### src/rtl/multicycle_control_fsm.sv
// multicycle_control_fsm: main control unit of the multicycle RV32I core.
// Moore state decode with Mealy gating of the fetch and branch enables.
module multicycle_control_fsm (
    input  logic       CLK,
    input  logic       RST,
    input  logic [6:0] op,
    input  logic [2:0] funct3,
    input  logic       funct7b5,
    input  logic       Zero,
    input  logic       MemReady,
    output logic       PCWrite,
    output logic       AdrSrc,
    output logic       MemWrite,
    output logic       IRWrite,
    output logic       RegWrite,
    output logic [1:0] ResultSrc,
    output logic [1:0] ALUSrcA,
    output logic [1:0] ALUSrcB,
    output logic [1:0] ImmSrc,
    output logic [2:0] ALUControl,
    output logic       Illegal,
    output logic [3:0] State
);

    localparam logic [6:0] OP_LW  = 7'b0000011;
    localparam logic [6:0] OP_SW  = 7'b0100011;
    localparam logic [6:0] OP_R   = 7'b0110011;
    localparam logic [6:0] OP_I   = 7'b0010011;
    localparam logic [6:0] OP_BEQ = 7'b1100011;

    localparam logic [1:0] SRCA_PC    = 2'b00;
    localparam logic [1:0] SRCA_OLDPC = 2'b01;
    localparam logic [1:0] SRCA_RS1   = 2'b10;

    localparam logic [1:0] SRCB_RS2   = 2'b00;
    localparam logic [1:0] SRCB_IMM   = 2'b01;
    localparam logic [1:0] SRCB_FOUR  = 2'b10;

    localparam logic [1:0] RES_ALUOUT = 2'b00;
    localparam logic [1:0] RES_DATA   = 2'b01;
    localparam logic [1:0] RES_ALURES = 2'b10;

    localparam logic [2:0] ALU_ADD = 3'b000;
    localparam logic [2:0] ALU_SUB = 3'b001;
    localparam logic [2:0] ALU_AND = 3'b010;
    localparam logic [2:0] ALU_OR  = 3'b011;
    localparam logic [2:0] ALU_SLT = 3'b101;

    typedef enum logic [3:0] {
        FETCH    = 4'd0,
        DECODE   = 4'd1,
        MEMADR   = 4'd2,
        MEMREAD  = 4'd3,
        MEMWB    = 4'd4,
        MEMWRITE = 4'd5,
        EXECUTER = 4'd6,
        EXECUTEI = 4'd7,
        ALUWB    = 4'd8,
        BEQ      = 4'd9
    } state_t;

    typedef enum logic [1:0] {
        ALUOP_ADD   = 2'b00,
        ALUOP_SUB   = 2'b01,
        ALUOP_FUNCT = 2'b10
    } alu_op_t;

    state_t  state_q;
    state_t  state_d;
    alu_op_t alu_op;

    logic is_lw;
    logic is_sw;
    logic is_r;
    logic is_i;
    logic is_beq;
    logic op_legal;
    logic sub_sel;

    always_comb begin
        is_lw    = (op == OP_LW);
        is_sw    = (op == OP_SW);
        is_r     = (op == OP_R);
        is_i     = (op == OP_I);
        is_beq   = (op == OP_BEQ);
        op_legal = is_lw | is_sw | is_r | is_i | is_beq;
    end

    always_ff @(posedge CLK) begin
        if (!RST) begin
            state_q <= FETCH;
        end else begin
            state_q <= state_d;
        end
    end

    always_comb begin
        state_d = FETCH;
        case (state_q)
            FETCH: begin
                state_d = MemReady ? DECODE : FETCH;
            end
            DECODE: begin
                unique case (1'b1)
                    is_lw, is_sw: state_d = MEMADR;
                    is_r:         state_d = EXECUTER;
                    is_i:         state_d = EXECUTEI;
                    is_beq:       state_d = BEQ;
                    default:      state_d = FETCH;
                endcase
            end
            MEMADR: begin
                state_d = is_lw ? MEMREAD : MEMWRITE;
            end
            MEMREAD: begin
                state_d = MemReady ? MEMWB : MEMREAD;
            end
            MEMWB: begin
                state_d = FETCH;
            end
            MEMWRITE: begin
                state_d = MemReady ? FETCH : MEMWRITE;
            end
            EXECUTER, EXECUTEI: begin
                state_d = ALUWB;
            end
            ALUWB, BEQ: begin
                state_d = FETCH;
            end
            // encodings 10..15 recover to FETCH
            default: begin
                state_d = FETCH;
            end
        endcase
    end

    always_comb begin
        PCWrite   = 1'b0;
        AdrSrc    = 1'b0;
        MemWrite  = 1'b0;
        IRWrite   = 1'b0;
        RegWrite  = 1'b0;
        ResultSrc = RES_ALUOUT;
        ALUSrcA   = SRCA_PC;
        ALUSrcB   = SRCB_RS2;
        alu_op    = ALUOP_ADD;
        Illegal   = 1'b0;
        case (state_q)
            FETCH: begin
                ALUSrcB   = SRCB_FOUR;
                ResultSrc = RES_ALURES;
                IRWrite   = MemReady;
                PCWrite   = MemReady;
            end
            DECODE: begin
                ALUSrcA = SRCA_OLDPC;
                ALUSrcB = SRCB_IMM;
                Illegal = ~op_legal;
            end
            MEMADR: begin
                ALUSrcA = SRCA_RS1;
                ALUSrcB = SRCB_IMM;
            end
            MEMREAD: begin
                AdrSrc = 1'b1;
            end
            MEMWB: begin
                ResultSrc = RES_DATA;
                RegWrite  = 1'b1;
            end
            MEMWRITE: begin
                AdrSrc   = 1'b1;
                MemWrite = 1'b1;
            end
            EXECUTER: begin
                ALUSrcA = SRCA_RS1;
                ALUSrcB = SRCB_RS2;
                alu_op  = ALUOP_FUNCT;
            end
            EXECUTEI: begin
                ALUSrcA = SRCA_RS1;
                ALUSrcB = SRCB_IMM;
                alu_op  = ALUOP_FUNCT;
            end
            ALUWB: begin
                ResultSrc = RES_ALUOUT;
                RegWrite  = 1'b1;
            end
            BEQ: begin
                ALUSrcA   = SRCA_RS1;
                ALUSrcB   = SRCB_RS2;
                alu_op    = ALUOP_SUB;
                ResultSrc = RES_ALUOUT;
                PCWrite   = Zero;
            end
            default: begin
            end
        endcase

        // reset presents a quiet FETCH regardless of the held state
        if (!RST) begin
            PCWrite   = 1'b0;
            IRWrite   = 1'b0;
            MemWrite  = 1'b0;
            RegWrite  = 1'b0;
            Illegal   = 1'b0;
            AdrSrc    = 1'b0;
            ALUSrcA   = SRCA_PC;
            ALUSrcB   = SRCB_FOUR;
            ResultSrc = RES_ALURES;
            alu_op    = ALUOP_ADD;
        end
    end

    assign sub_sel = op[5] & funct7b5;

    always_comb begin
        ALUControl = ALU_ADD;
        case (alu_op)
            ALUOP_SUB: begin
                ALUControl = ALU_SUB;
            end
            ALUOP_FUNCT: begin
                case (funct3)
                    3'b000:  ALUControl = sub_sel ? ALU_SUB : ALU_ADD;
                    3'b010:  ALUControl = ALU_SLT;
                    3'b110:  ALUControl = ALU_OR;
                    3'b111:  ALUControl = ALU_AND;
                    default: ALUControl = ALU_ADD;
                endcase
            end
            default: begin
                ALUControl = ALU_ADD;
            end
        endcase
    end

    always_comb begin
        ImmSrc = 2'b00;
        unique case (1'b1)
            is_sw:   ImmSrc = 2'b01;
            is_beq:  ImmSrc = 2'b10;
            default: ImmSrc = 2'b00;
        endcase
    end

    assign State = state_q;

endmodule

### config.mk
export PLATFORM = sky130hd
export DESIGN_NAME = multicycle_control_fsm
export DESIGN_NICKNAME = d
export VERILOG_FILES = /design/src/rtl/multicycle_control_fsm.sv
export SDC_FILE = /design/constraint.sdc
export NUM_CORES = 1
export LEC_CHECK = 0
export BUFFER_PORTS_ARGS = -buffer_cell sky130_fd_sc_hd__buf_4
export CAP_MARGIN = 20
export CELL_PAD_IN_SITES_DETAIL_PLACEMENT = 1
export CELL_PAD_IN_SITES_GLOBAL_PLACEMENT = 2
export CORE_ASPECT_RATIO = 1.5
export CORE_UTILIZATION = 20
export CTS_CLUSTER_SIZE = 28
export DETAILED_ROUTE_END_ITERATION = 12
export PLACE_DENSITY = 0.8
export REMOVE_ABC_BUFFERS = 1
export SYNTH_ARGS = -nofsm -noshare
export SYNTH_HDL_FRONTEND = slang
export SYNTH_SLANG_ARGS = --single-unit
### constraint.sdc
create_clock -name CLK -period 1.7 [get_ports CLK]
set_clock_uncertainty 0.15 [all_clocks]
set_input_delay 0.085 -clock CLK [delete_from_list [all_inputs] [get_ports CLK]]
set_output_delay 0.085 -clock CLK [all_outputs]
set_load 0.01 [all_outputs]
## Word-level counts from Yosys, hierarchy flattened

Cells that the tools add are included.

- Bits in registers: 4
- Input port bits: 15
- Output and inout port bits: 21
- Word-level logic and storage cells: 64

- Equal/unequal tests: 19
- Multiplexer cells: 30
- Bitwise gates (word level): 6
- Reduce and logical (&&, ||, !) cells: 8

Operators by type and width:

| cell | count |
|---|---|
| 4-bit one-hot mux with 6 select lines | 1 |
| 2-bit one-hot mux with 2 select lines | 5 |
| 4-bit by 3-bit == test with 1-bit output (second input constant) | 4 |
| 4-bit one-hot mux with 4 select lines | 1 |
| 7-bit by 6-bit == test with 1-bit output (second input constant) | 2 |
| 1-bit two-way mux | 13 |
| 3-bit one-hot mux with 4 select lines | 1 |
| 3-bit two-way mux | 3 |
| 4-bit by 2-bit == test with 1-bit output (second input constant) | 2 |
| 4-bit == test (second input constant) | 2 |
| 2-bit two-way mux | 4 |
| 2-bit OR reduction | 4 |
| 7-bit by 2-bit == test with 1-bit output (second input constant) | 1 |
| 7-bit by 5-bit == test with 1-bit output (second input constant) | 1 |
| 7-bit == test (second input constant) | 1 |
| 3-bit == test (second input constant) | 2 |
| 3-bit one-hot mux with 2 select lines | 1 |
| 4-bit by 1-bit == test with 1-bit output (second input constant) | 1 |
| 4-bit zero test | 1 |
| 1-bit bitwise OR | 4 |
| 4-bit OR reduction | 1 |
| 3-bit by 2-bit == test with 1-bit output (second input constant) | 1 |
| 3-bit zero test | 1 |
| 3-bit OR reduction | 1 |
| 5 further kinds | 5 |

## Longest topological paths before layout

Gate-level depths: netlist of run 1.

- Word-level depth: 8
- Gate-level depth with buffers: 7
- Depth with buffers taken out: 7

## Worst setup path after synthesis of run 1

OpenSTA, ideal clock, no wires.

- Path kind: reg-to-output
- From: register state_q[2], in the netlist State[2]
- To: output ALUControl[1]
- Arrival time: 1,611 ps
- Data required time: 1,465 ps
- Path slack: -146 ps
- Stages on the path, launching flop included: 7
- Path through: dfxtp_1 > clkbuf_1 > and2b_1 > nand3_1 > inv_1 > ha_1 > nor3b_1

- Cells in the longest elaborated chain, start to end: 6
- Elaborated cells between the ends (all ways): 9
- Those cells by class: eq/ne: 5; mux: 3; reduce/logical: 1

Ends and longest elaborated chain:

| item | line | text |
|---|---|---|
| start: declaration | 68 | `state_t state_q;` |
| start signal: assignment | 93 | `state_q <= state_d;` |
| 4-bit by 3-bit == test with 1-bit output | 148 | `case (state_q)` |
| 2-bit OR reduction (no line) | - |  |
| 2-bit one-hot mux with 2 select lines * | 148 |  |
| 2-bit two-way mux * | 201 | `if (!RST) begin` |
| 2-bit == test or 2-bit by 1-bit == test with 1-bit output (tied branches) | 219 | `case (alu_op)` |
| 3-bit one-hot mux with 2 select lines * | 219 |  |
| end: declaration | 20 | `output logic [2:0] ALUControl,` |

Mark *: on every way between the ends. The rest lies on a longest branch, timed or not.

## Worst setup path in the final report of run 1

Same ends and word-level chain as after synthesis.

==> metrics, run 1 <==
diodes inserted=0; synthesized area=566 um^2; final RePlAce weighted congestion=just under 0.8; critical path class=reg2out; area grow syn2layout=92.9%; Sink Count=4; EDFF count, synth=0; Setup violations, final=0; first-pass GRT wire length=around 3600 um; CP top delay family=simple AND/OR/NAND/NOR gates; max-slew violation total from the final report=0; TritonCTS clock tree=built; nets=approximately 150; sequential share of power=23.3%; Die ar.=~3000 um^2; hold wc startpoint=MemReady; CP Max Fanout=7; share of layout cells above drive strength 1=between 50% and 60%; Power Dens Cells=378 nW/um^2; core area=between 2000 and 3000 um^2; area share of fa/ha/maj cells after synthesis=4.42%; Starting DRT DRC Count=5; Cells after Synth=84; critical path's slowest cell=dfxtp_4; Psw=109 uW; period utilization=98.5%; worst skew pair latency=0.22 ns; Hold Vio Cnt, Final=0; top-area cell type share of the netlist area=14.2%; status=completed; PortBufs=35; hold path depth=3; Detailed Route WL=2290 um; count leader, synth=nor2_1; overall routing resource usage=around 16%; Boundary Pins=36; crit path capture type=primary output; CP peak stage delay=0.36 ns; Startpoint Class=flip-flop; RSZ-0062 raised after global routing=true; sequential area share after synthesis=14.2%; Top FF cell, synth=dfxtp_1; Req. time, crit path=1.46 ns; clock buffer depth=2; Critical Path, Cell by Cell=nand2b_4 > nor2_4 > nand2_4 > ha_4 > nor3b_2 > buf_4; initial antenna violation count=0; # rows=23; Post-DP HPWL=between 1500 and 2000 um; maximum VDD drop=0.247 mV; post-synthesis area per instance=6.73 um^2; Commonest cells post-synth=10 x nor2_1, 7 x nand2_1, 6 x a21oi_1; worst reg2reg path depth=5; cts bufs inserted=3; clock network fraction of total power=49.3%; DR pass1 iterations=4; Pint=between 300 and 400 uW; crit path time final=1.67 ns; worst slew pin tran=about 0.28 ns; Synth Area in Compound Gates=24.1%; root buf cell=clkbuf_8; CTS clk-pin slew, worst paths=0.04 ns; largest family of logic cells by synthesized area=simple AND/OR/NAND/NOR gates; vias in the first global route=781; Final ANT Viol Nets=0; R2R Setup Slk=0.06 ns; Die W=45.4 um; Via density=4.78; WHS Endpoint=State[1]; largest net degree at the start of global routing=11; die height=~67 um; via count=798; Logic pwr share=27.4%; worst slack at placement=0.0196 ns; f_max=0.597 GHz; multiplexer share of the synthesized area=0%; grt total ovfl=0; DRC=0; cell taking the most area after synthesis=dfxtp_1; max_cap viols=0; crit path DAT=1.44 ns; H-Tree Depth=1; flops & latches, synth=4; Buf/Inv on CP=1; YS warnings=0; ys async rst share=0%; RR Endpoint=State[2]; Fillers=about 350; setup ws final=0.0257 ns; Routed WL per cell=approximately 14 um; post-synth cell types=35; Area contributors post-synth=dfxtp_1 14%, nor2_1 6.6%, nor3b_1 6.6%, nand2b_1 5.5%, a21oi_1 5.3%; worst hold path class=in2reg; worst rel slew slack=81.0%; xor/xnor cell area share of the yosys netlist=3.10%; initial core utilization=21.1%; Switching Share=26.5%; Hold Slack=~0.046 ns; reg2reg start=State[2]; Synth Area in Simple Gates=47.1%; number of flip-flops under the largest register name=4; Pleak=a little over 0.0005 uW; hold buffer count at CTS=0
==> cells by family (layout without fill, tap and decap cells) <==
| group | Yosys count | in the layout |
|---|---|---|
| and+or+nand+nor | 45 | 45 |
| AOI/OAI and AO/OA | 21 | 21 |
| buffers and inverters | 10 | 56 |
| DFF | 4 | 4 |
| adders and majority gates | 2 | 2 |
| xor gates and xnor gates | 2 | 2 |
==> worst reg2reg max path, stage by stage (launching register included) <==
cell	delay [ns]
dfxtp_4	0.36
buf_4	0.17
and3b_1	0.21
a21oi_1	0.05
or3b_2	0.44
a31oi_1	0.17
==> cells in the final DEF, fill, tap and decap left out, types with 3 or more instances in the layout <==
cell | netlist | routed
a21oi_1 | 6 | 5
buf_4 | 0 | 48
clkbuf_8 | 0 | 3
inv_1 | 5 | 3
nand2_1 | 7 | 5
nand2b_1 | 5 | 3
nor2_1 | 10 | 7
nor3b_2 | 0 | 3
o31ai_1 | 3 | 3
==> area by class of cell <==
type	instances	area, um^2	share of cell area (%)
multi-input combinational	70	534	49.0
inverter	5	18.8	1.72
clock buffer	3	41.3	3.78
sequential	4	90.1	8.26
tap	37	46.3	4.24
timing repair buffer	48	360	33.0
==> through the flow <==
step                      instance area [um^2]  power (uW)  util (%)  std cells  setup TNS, ns
final                                     1090         413      40.8        167              0
after global routing                      1090         435      40.8        167         -0.193
after floorplan                            544         140         -         79        -0.0814
after CTS                                 1030         404      38.5        164        -0.0378
after detailed placement                   913         206      34.1        159              0
after global placement                     913         204      34.1        159              0
==> metal layers <==
layer  vias to the layer above  GRT usage (%)  wire [um]
met2                        25           28.7       1310
met4                         0           7.58         29
met1                       377           17.2        867
li1                        394              -          -
met3                         2           1.36         79
met5                         -              0          0
==> power groups by stage <==
stage               clock [uW]  combinational [uW]  sequential [uW]
floorplan                    0                37.2              102
global placement             0                 105             99.3
detailed placement           0                 106             99.6
CTS                        196                 111             97.9
global route               215                 123             96.6
finish                     203                 113             96.4
==> what timing repair did <==
item                       CTS  global route
pin swaps                    3             4
gates resized for setup     15            12
setup endpoints to repair    6             9
setup buffers                2             3
==> worst max path at each step <==
stage / startpoint / endpoint / cells past startpoint
after global routing: State[2] / State[2] / 5
after detailed placement: State[2] / ALUControl[1] / 6
final: State[2] / ALUControl[1] / 6
after floorplan: State[0] / ALUControl[1] / 5
after CTS: State[2] / Illegal / 5
after global placement: State[2] / ALUControl[1] / 6
Note: power is estimated with default switching activity, not from simulation.
==> run 2: changes to the inputs <==
- BUFFER_PORTS_ARGS: -buffer_cell sky130_fd_sc_hd__buf_4 -> -buffer_cell sky130_fd_sc_hd__buf_2
==> run 2 against run 1 <==
  * The flow now finishes with violations (negative setup slack)
  * Non-clock buffer count shrank 3
  * Via count shrank 5.3%
  * Fmax shrank 1.6%
  * Clock power is 6% higher
  * Combinational power down 16%
  * Global-route usage is 0.72 points lower
  * First-iteration DRC count increased to 4.2 times the previous value
  * Final cell count down 1.8%
  * Critical endpoint unchanged
  * Largest cell class unchanged
  * Largest power group unchanged
  * Highest routed layer unchanged
==> metrics, run 2 (same netlist as run 1, synthesis figures left out) <==
status=finished, violations left; violated checks=negative setup slack; final core utilization=36.3% (-4.5 points); max_cap viols=0 (unchanged); final RePlAce weighted congestion=0.741 (-4.6%); hold wc startpoint=op[4]; first-pass GRT wire length=3300 um (-7.9%); Sink Count=4 (unchanged); nets=146 (-2.0%); H-Tree Depth=1 (unchanged); period utilization=100% (+1.6 points); area grow syn2layout=71.7%; DRC=0 (unchanged); hold path depth=3 (unchanged); worst rel slew slack=84.8% (+3.9 points); root buf cell=clkbuf_8; critical path's slowest cell=dfxtp_4; initial core utilization=21.1% (unchanged); cts bufs inserted=3 (unchanged); M1 wire length=855 um (-1.4%); crit path time final=1.70 ns (+0.0270 ns); Die W=45.4 um (unchanged); reg2reg start=State[2]; Startpoint Class=flip-flop; metal2 WL=1100 um (-16%); worst slack at placement=0.0161 ns (-0.00346 ns); f_max=0.588 GHz (-1.6%); diodes inserted=0 (unchanged); die height=67.1 um (unchanged); maximum VDD drop=0.211 mV (-15%); metal3 WL=92 um (+16%); Power Dens Cells=418 nW/um^2 (+10%); CP peak stage delay=0.35 ns (about the same); Buf/Inv on CP=2 (+1); Die ar.=3050 um^2 (unchanged); initial antenna violation count=0 (unchanged); PortBufs=35 (unchanged); Routed WL per cell=12.7 um (-7.1%); WHS Endpoint=State[2]; highest metal used=met4; worst skew pair latency=0.23 ns (about the same); DR pass1 iterations=3 (-1); Pleak=0.000467 uW (-7.4%); RR Endpoint=State[2]; worst slew pin tran=0.225 ns (-0.0573 ns); share of layout cells above drive strength 1=54.3% (-4.1 points); CP top delay family=simple AND/OR/NAND/NOR gates; Critical Path, Cell by Cell=and2b_1 > nand3_2 > inv_2 > ha_4 > nor3b_2 > buf_2; worst reg2reg path depth=5 (unchanged); via count=756 (-5.3%); R2R Setup Slk=0.12 ns (+0.06 ns); number of flip-flops under the largest register name=4 (unchanged); RSZ-0062 raised after global routing=true; TritonCTS clock tree=built; Starting DRT DRC Count=21 (+16); crit path capture type=primary output; dpl cells=158 (-0.63%); critical path class=reg2out; CP Max Fanout=5 (-2); Req. time, crit path=1.46 ns (about the same); Detailed Route WL=2090 um (-8.7%); grt total ovfl=0 (unchanged); commonest non-fill, non-tap cells in the layout=35 x buf_2, 10 x buf_4, 8 x nor2_1; largest net degree at the start of global routing=11 (unchanged); crit path DAT=1.47 ns (+0.03 ns); overall routing resource usage=15.0% (-0.72 points); hold buffer count at CTS=0 (unchanged); worst hold path class=in2reg; vias in the first global route=725 (-7.2%); Boundary Pins=36 (unchanged); setup ws final=-0.00125 ns (-0.0270 ns); Final Non-Filler Cells=164 (-1.8%); commonest non-fill, non-tap cell in the layout=buf_2; CTS clk-pin slew, worst paths=0.03 ns (about the same); Final ANT Viol Nets=0 (unchanged); clock buffer depth=2 (unchanged); core area=2680 um^2 (unchanged); Post-DP HPWL=1510 um (-13%); Via density=4.61 (-3.5%); Setup violations, final=1 (+1); max-slew violation total from the final report=0 (unchanged); # rows=23 (unchanged); Hold Vio Cnt, Final=0 (unchanged)
[run 2: final cells by class]
class                   instances  area [um^2]
flip-flops and latches          4         92.6
multi-input cells              70          522
inverters                       5         18.8
fillers                       354         1710
repair buffers                 45          250
well taps                      37         46.3
clock buffers                   3         41.3
[run 2: where the power goes]
part | total, uW | internal, uW | leakage (uW) | switching [uW]
Clock | 215 | 152 | 0.0000216 | 62.6
Combinational | 95.0 | 43.5 | 0.000411 | 51.5
Sequential | 96.1 | 92.7 | 0.0000352 | 3.37
[run 2: timing repair]
item                       4_1_cts  5_1_grt
resized for setup               18        6
pin swaps                        4        4
hold endpoints to repair         0        0
buffers inserted                 2        1
setup endpoints to repair        6        6
[run 2: worst max-delay path by stage]
stage	from	end	slack (ns)	cells past startpoint
global route	State[2]	ALUControl[0]	-0.07	8
CTS	State[3]	ALUControl[1]	-0.01	7
detailed placement	State[3]	ALUControl[1]	0.02	6
global placement	State[3]	ALUControl[1]	0.05	6
floorplan	State[0]	ALUControl[1]	-0.08	5
finish	State[3]	ALUControl[1]	-0.001	6
[run 2: worst register-to-register path: stages (launching register included)]
cell and delay [ns]:
dfxtp_4 0.36, buf_4 0.17, and3b_1 0.21, a21oi_1 0.05, or3b_2 0.45, a31oi_1 0.13
[run 2: metrics by stage]
step                      total power (uW)  hold slack, ns  instance area [um^2]  setup TNS, ns
after floorplan                        140          0.0707                   544        -0.0814
after global placement                 187           0.268                   818              0
after detailed placement               189           0.278                   818              0
after CTS                              410          0.0325                   942        -0.0147
after global routing                   424          0.0618                   971         -0.187
final                                  406          0.0296                   971       -0.00125
[run 2: routing by layer]
layer,vias up,GRT usage (%)
li1,386,-
met1,341,17.0
met2,26,25.7
met3,3,1.63
met4,0,9.09
met5,-,0
==> run 3: changes to the inputs <==
- CORE_UTILIZATION: 20 -> 21
- PLACE_DENSITY: 0.8 -> 0.83
- clock period: 1.7 -> 2.2 ns (I/O delays scaled with it)
==> run 3 against run 2 <==
  * The flow now finishes without violations
  * Worst hold slack better by 0.059 ns
  * First-iteration DRC count down 19%
  * Core utilization down 3.6 points
  * Die area down 4.6%
  * Critical path type unchanged
  * Total power down 44%
  * Largest cell class unchanged
  * Critical path depth unchanged
  * Setup slack better by 0.26 ns
  * Sequential power down 21%
==> metrics, run 3 (same netlist as run 1, synthesis figures left out) <==
Hold Slack=0.0882 ns (+0.0585 ns); initial antenna violation count=0 (unchanged); RSZ-0062 raised after global routing=false; via count=742 (-1.9%); setup repair bufs after CTS=0 (-2); total negative slack=0 ns (+0.00125 ns); Via density=4.73 (+2.5%); root buf cell=clkbuf_4; worst hold path class=in2reg; Switching Share=27.9% (-1.1 points); TritonCTS clock tree=built; diodes inserted=0 (unchanged); Die W=44.4 um (-2.3%); commonest non-fill, non-tap cell in the layout=buf_2; Fillers=341 (-3.7%); nets=140 (-4.1%); WP depth=6 (unchanged); final core utilization=32.7% (-3.6 points); max_cap viols=0 (unchanged); initial core utilization=22.6% (+1.4 points); Detailed Route WL=1820 um (-13%); first-pass GRT wire length=2900 um (-12%); maximum VDD drop=0.149 mV (-29%); hold wc startpoint=op[4]; sequential share of power=33.1% (+9.4 points); Starting DRT DRC Count=17 (-19%); worst slew pin tran=0.548 ns (+0.322 ns); overall routing resource usage=12.6% (-2.3 points); Startpoint Class=flip-flop; Hold Vio Cnt, Final=0 (unchanged); crit path time final=1.94 ns; clock buffer depth=2 (unchanged); worst rel slew slack=63.0% (-22 points); f_max=0.516 GHz; DRC=0 (unchanged); Buf/Inv on CP=1 (-1); largest net degree at the start of global routing=18 (+7); Power Dens Cells=280 nW/um^2 (-33%); die height=65.6 um (-2.3%); critical path class=reg2out; share of layout cells above drive strength 1=38.0% (-16 points); placed cell area=795 um^2 (-2.9%); Psw=63.8 uW (-46%); worst skew pair latency=0.23 ns (about the same); cts bufs inserted=3 (unchanged); final RePlAce weighted congestion=0.739 (-0.39%); critical path's slowest cell=dfxtp_2; R2R Setup Slk=0.32 ns (+0.20 ns); vias in the first global route=689 (-5.0%); Setup violations, final=0 (-1); H-Tree Depth=1 (unchanged); max-slew violation total from the final report=0 (unchanged); RR Endpoint=State[1]; Post-DP HPWL=1520 um (+0.54%); Crit. Startpoint=State[2]; clock network fraction of total power=37.6% (-15 points); Pint=165 uW (-43%); worst reg2reg path depth=5 (unchanged); CP peak stage delay=0.39 ns (+0.04 ns); worst slack at placement=0.337 ns (+0.321 ns); Logic pwr share=29.3% (+5.9 points); Req. time, crit path=1.94 ns (+0.48 ns); CTS clk-pin slew, worst paths=0.04 ns (about the same); crit path DAT=1.68 ns (+0.21 ns); DR pass1 iterations=4 (+1); Sink Count=4 (unchanged); setup ws final=0.262 ns (+0.263 ns); Critical Path, Cell by Cell=nand2b_1 > nor2_1 > nand2_1 > ha_1 > nor3b_1 > buf_2; status=completed; # rows=22 (-4.3%); Die ar.=2910 um^2 (-4.6%); post-route cell area=818 um^2 (-16%); PortBufs=35 (unchanged); area grow syn2layout=44.7%; reg2reg start=State[1]; post-CTS sizing=0 (-18); period utilization=~88%; end point of the critical path=ALUControl[1]; grt total ovfl=0 (unchanged); Final ANT Viol Nets=0 (unchanged); Boundary Pins=36 (unchanged); number of flip-flops under the largest register name=4 (unchanged); Routed WL per cell=11.6 um (-9.1%); CP Max Fanout=17 (+12); core area=2500 um^2 (-6.4%); commonest non-fill, non-tap cells in the layout=35 x buf_2, 10 x nor2_1, 7 x nand2_1; CP top delay family=simple AND/OR/NAND/NOR gates; hold buffer count at CTS=0 (unchanged); Pleak=0.000410 uW (-12%); crit path capture type=primary output
[run 3: cell count changes in the layout (fill, tap and decap cells not counted), sizes merged]
cell | before | now
buf | 45 | 39
[run 3: final cells by class]
cell class / count / area (um^2) / area share, %
Tap cell: 36 / 45.0 / 5.50
Timing Repair Buffer: 39 / 205 / 25.1
Clock buffer: 3 / 22.5 / 2.75
Inverter: 5 / 18.8 / 2.29
Multi-Input combinational cell: 70 / 445 / 54.4
Sequential cell: 4 / 81.3 / 9.94
[run 3: through the flow]
stage               std cells  total power, uW
finish                    157              229
global route              157              244
CTS                       157              232
detailed placement        154              145
global placement          154              143
floorplan                  79              108
[run 3: routing by layer]
metal  track usage [%]  vias up  routed length [um]
met3             0.824        2                  81
met4              3.03        0                  19
met2              23.7       27                 983
met1              14.9      340                 733
li1                  -      373                   -
met5                 0        -                   0
[run 3: worst min-delay path by stage]
stage                                to  slack [ns]  depth (start not counted)
after floorplan           ALUControl[2]        0.12                          1
after global placement         State[2]        0.30                          3
after detailed placement       State[2]        0.31                          3
after CTS                      State[2]        0.09                          3
after global routing           State[2]        0.08                          3
final                          State[2]        0.09                          3
[run 3: worst min-delay path, stage by stage]
cell and delay [ns]:
buf_2 0.12, o21ai_0 0.09, a31oi_1 0.09
[run 3: power by group through the flow]
stage          clock network [uW]  registers, uW  logic (uW)
2_1_floorplan                   0           79.1        28.8
3_3_place_gp                    0           76.8        66.4
3_5_place_dp                    0           76.8        67.8
4_1_cts                      88.5           75.8        68.1
5_1_grt                      93.7           75.7        74.9
6_report                     86.2           75.7        67.1
